===== config.mk =====
export PLATFORM = sky130hd
export DESIGN_NAME = lfsr_rng
export DESIGN_NICKNAME = d
export VERILOG_FILES = /design/src/rtl/lfsr_rng.sv
export SDC_FILE = /design/constraint.sdc
export NUM_CORES = 1
export LEC_CHECK = 0
export CORE_MARGIN = 4
export CORE_UTILIZATION = 35
export CTS_CLUSTER_DIAMETER = 60
export DETAILED_ROUTE_END_ITERATION = 6
export GPL_ROUTABILITY_DRIVEN = 0
export PLACE_DENSITY = 0.69
export SLEW_MARGIN = 20
export SYNTH_ARGS = -nofsm -noshare
export SYNTH_HDL_FRONTEND = slang
export SYNTH_SLANG_ARGS = --single-unit

===== constraint.sdc =====
create_clock -name CLK -period 2.1 [get_ports CLK]
set_input_delay 0.21 -clock CLK [delete_from_list [all_inputs] [get_ports CLK]]
set_output_delay 0.21 -clock CLK [all_outputs]
set_load 0.01 [all_outputs]

===== src/rtl/lfsr_rng.sv =====
// Parametrised XNOR LFSR random-number peripheral with REQ/VALID/ACK word handshake,
// runtime seed load and lock-up recovery. Define RNG_FREERUN_EN to keep the LFSR shifting while idle.
module lfsr_rng #(
  parameter int               WIDTH = 32,
  parameter logic [WIDTH-1:0] TAPS  = WIDTH'(32'h80200003),
  parameter logic [WIDTH-1:0] SEED  = WIDTH'(32'h6B1CCA14),
  parameter int               OUT_W = 8
) (
  input  logic             CLK,
  input  logic             RST_N,
  input  logic             REQ,
  input  logic             ACK,
  input  logic             SEED_LD,
  input  logic [WIDTH-1:0] SEED_IN,
  output logic [OUT_W-1:0] DATA,
  output logic             VALID,
  output logic             BUSY,
  output logic             LOCKUP
);
  localparam int CW = (OUT_W > 1) ? $clog2(OUT_W) : 1;
`ifdef RNG_FREERUN_EN
  localparam bit FREERUN = 1'b1;
`else
  localparam bit FREERUN = 1'b0;
`endif

  typedef enum logic [1:0] {IDLE, SHIFT, DONE} st_t;

  st_t              st_q, st_d;
  logic [CW-1:0]    cnt_q, cnt_d;
  logic [WIDTH-1:0] lfsr_q, lfsr_d, lfsr_shift;
  logic [OUT_W-1:0] data_q, data_d;
  logic             lock_q, lock_d;
  logic             busy_q;
  logic             adv;

  assign lfsr_shift = {lfsr_q[WIDTH-2:0], ~^(lfsr_q & TAPS)};

  always_comb begin
    st_d   = st_q;
    cnt_d  = cnt_q;
    data_d = data_q;
    lfsr_d = lfsr_q;
    lock_d = lock_q;
    adv    = 1'b0;
    case (st_q)
      IDLE: begin
        adv = FREERUN;
        if (REQ) begin
          st_d  = SHIFT;
          cnt_d = '0;
        end
      end
      SHIFT: begin
        adv = 1'b1;
        if (cnt_q == CW'(OUT_W - 1)) st_d = DONE;
        else                         cnt_d = cnt_q + 1'b1;
      end
      DONE: begin
        adv = FREERUN;
        if (ACK) st_d = IDLE;
      end
      default: st_d = IDLE;
    endcase
    // Lock-up recovery replaces the shift and still counts as one in SHIFT.
    if (&lfsr_q) begin
      lfsr_d = SEED;
      lock_d = 1'b1;
    end else if (adv) begin
      lfsr_d = lfsr_shift;
    end
    if (st_q == SHIFT && st_d == DONE) data_d = lfsr_d[OUT_W-1:0];
    // Seed load overrides everything except the held DATA word.
    if (SEED_LD) begin
      st_d   = IDLE;
      cnt_d  = '0;
      data_d = data_q;
      lock_d = lock_q;
      if (&SEED_IN) begin
        lfsr_d = SEED;
        lock_d = 1'b1;
      end else begin
        lfsr_d = SEED_IN;
      end
    end
  end

  always_ff @(posedge CLK or negedge RST_N) begin
    if (!RST_N) begin
      st_q   <= IDLE;
      cnt_q  <= '0;
      lfsr_q <= SEED;
      data_q <= '0;
      lock_q <= 1'b0;
      busy_q <= 1'b0;
    end else begin
      st_q   <= st_d;
      cnt_q  <= cnt_d;
      lfsr_q <= lfsr_d;
      data_q <= data_d;
      lock_q <= lock_d;
      busy_q <= (st_d != IDLE);
    end
  end

  assign DATA   = data_q;
  assign VALID  = (st_q == DONE);
  assign BUSY   = busy_q;
  assign LOCKUP = lock_q;
endmodule


==> impl_metrics.yaml, run 1 <==
timing:
  min_period_ns: 1.831
  max_slew_margin_pct: 47.61
  setup_ws_ns: 0.2687
  holdWs_ns: -0.01675
  finalClockSkew_ns: 0.005500
  hold_violations: 9
  fin_crit_sh_pct: 87.21
  max_freq_ghz: 0.5461
  finalSetupTns_ns: 0
  setup_viol: 0
  slew_violations: 0
  rsz0062_at_grt: "no"
  tightest_slew_ns: 0.7859
outcome:
  violations: "hold timing"
  status: "complete, but fails checks"
layout:
  final_cells: 398
  fin_nets: 341
  layout-drive-gt1-share_pct: 14.90
  area_delta_synth_final_pct: 29.09
  final_area_sq_mm: 0.003198
  final_util_pct: 46.81
  n_antenna_cell: 0
clocking:
  cts_resized: 0
  cts_tree: "done"
  path_clk_slew_ns: 0.09
  clkLatencyLatePin_ns: 0.30
  post-cts-setup-buffers: 0
  numCtsBuffers: 5
  cts_root_buffer: "clkbuf_8"
  cts-hold-fix-buffers: 0
  cts_max_level: 2
  ctsLongestPathBuffers: 2
  numClockSinks: 47
synthesis:
  synth_fp_nets: 288
  yosys.area.top_type: "dfrtp_1"
  synth_cells: 248
  synth_edf_count: 0
  yosys_register_bits: 47
  synth_seq_area_share_pct: 48.18
  yosysWarnings: 0
  synth_top_area_share_pct: 33.33
  synthDistinctLibCells: 37
  synth_top_cells_by_area: "dfrtp_1 33%, dfstp_2 15%, nand2_1 5.3%"
  synthArstFlopShare_pct: 100.0
  avgSynthCellArea_sq_um: 9.989
  netlist_area_sq_mm: 0.002477
  synth_ff_type: "dfrtp_1"
power:
  irDropWorstVdd_mv: 0.2897
  power.density_mw_per_mm2: 624.6
  p_switching_mw: 0.5501
  switching_share_pct: 27.54
  p_clk_share_pct: 28.7
  pwr-share-comb_pct: 17.5
  power_frac_seq_pct: 53.7
  p_int_mw: 1.447
  power.total_mw: 1.998
  p_leak_nw: 1.362
place:
  dp_slack_ns: 0.2191
  dpl_cell_area_sq_mm: 0.003107
  dp_hpwl_um: 4516
  place_inst: 390
  io_buffers: 47
routing:
  wl_um: 6190
  drtIter0Drc: 117
  wl_met3_um: 276
  dr.pass1.iters: 4
  dr.max_layer_used: "met4"
  drc: 0
  wl_met1_um: 2915
  drt-vias-per-instance: 5.324
  ant_nets: 0
  wl_per_cell_um: 15.55
  met2WireLength_um: 2890
  via_count: 2119
global_routing:
  grt_max_degree: 48
  grtUsageTotal_pct: 15.33
  antenna_found_initial: 0
  grt_pass1_vias: 2179
  gr-total-overflow: 0
  grt_pass1_wl_um: 10600
critical_path:
  crit_end: "lfsr_q[18]"
  reg2reg_from: "lfsr_q[27]"
  end_kind: "flip-flop"
  critPathLaunch: "lfsr_q[27]"
  rrSetupSlack_ns: 0.27
  crit_arrival_ns: 2.05
  worstReg2RegEnd: "lfsr_q[18]"
  crit_fanout: 9
  required_ns: 2.32
  ff2ff_path_depth: 4
  path_class: "reg -> reg"
  worstSetupStartpointType: "flip-flop"
floorplan:
  die_w_um: 92.13
  initial_core_util_pct: 36.26
  core-area_sq_mm: 0.006832
  ios: 48
  dieHeight_um: 92.13
  rows: 30
  dieArea_sq_mm: 0.008488
job:
  drv_cap: 0
worst_hold_path:
  min_path_type: "in -> async"
==> final cells by class <==
type                       instances  area [sq um]
tap                               96         120.1
fill                             683          3633
multi-input combinational        174          1166
timing repair buffer              64         593.1
clock inverter                     1         5.005
inverter                           9         33.78
sequential                        47          1194
clock buffer                       7         86.33
==> worst max-delay path: stages, from the launching register on <==
cell and delay, ns:
dfstp_2 0.55, nand4_1 0.17, nor4_4 0.42, a21oi_1 0.33, a32oi_1 0.28
==> logic make-up after synthesis <==
kind of cell               Yosys count  share of synthesized area [%]
and+or+nand+nor                     82                          17.47
AOI/OAI and AO/OA                   75                          22.48
DFF                                 47                          48.18
buffers and inverters               27                          4.747
muxes                               12                          4.899
adders and majority gates            3                          1.515
xor gates and xnor gates             2                         0.7072
==> flip-flops by register name, indices dropped and copies added, names as in the netlist <==
| register | count |
|---|---|
| BUSY | 1 |
| DATA | 8 |
| LOCKUP | 1 |
| st_q | 2 |
| lfsr_q | 32 |
| cnt_q | 3 |
==> metal layers <==
| metal | GRT usage, % | vias up |
|---|---|---|
| met4 | 5.074 | 0 |
| met5 | 0 | - |
| li1 | - | 1035 |
| met3 | 3.445 | 10 |
| met1 | 19.94 | 1019 |
| met2 | 25.18 | 55 |
==> power groups by stage <==
stage / Clock [mW] / Combinational [mW] / Sequential [mW]
finish: 0.574 / 0.351 / 1.07
global route: 0.619 / 0.391 / 1.09
CTS: 0.584 / 0.354 / 1.07
detailed placement: 0 / 0.353 / 1.09
global placement: 0 / 0.348 / 1.09
floorplan: 0 / 0.208 / 1.07
==> synthesized netlist by cell type (4+ instances only) <==
cell type  count
nand2_1       35
dfrtp_1       33
a21oi_1       19
nor2_1        18
nand4_1       15
dfstp_2       14
a211oi_1      12
o32a_1        12
clkbuf_1      11
mux2i_1       11
inv_1          9
a32oi_1        8
a22o_1         6
o21ai_0        6
o2bb2ai_1      6
buf_2          4
==> placed cells by master, fill, tap and decap left out, types with 12 or more instances in the layout <==
cell,instances
nand2_1,35
buf_4,17
a211oi_1,12
nand4_1,15
a21oi_1,19
clkdlybuf4s50_1,46
dfrtp_1,33
nor2_1,18
o32a_1,12
dfstp_2,14
==> worst min path at each step <==
stage / slack [ns] / endpoint / from / cells after the start
6_report: -0.02 / cnt_q[2] / RST_N / 2
5_1_grt: 0.03 / cnt_q[2] / RST_N / 2
3_3_place_gp: 0.34 / cnt_q[2] / RST_N / 2
3_5_place_dp: 0.34 / cnt_q[2] / RST_N / 2
2_1_floorplan: -0.09 / BUSY / RST_N / 0
4_1_cts: 0.01 / cnt_q[2] / RST_N / 2
Note: power is estimated with default switching activity, not from simulation.
==> run 2, diff against run 1 <==
- SKIP_LAST_GASP: not set -> 1
==> results of run 2 <==
No change in the layout: final DEF, timing and power equal those of run 1.
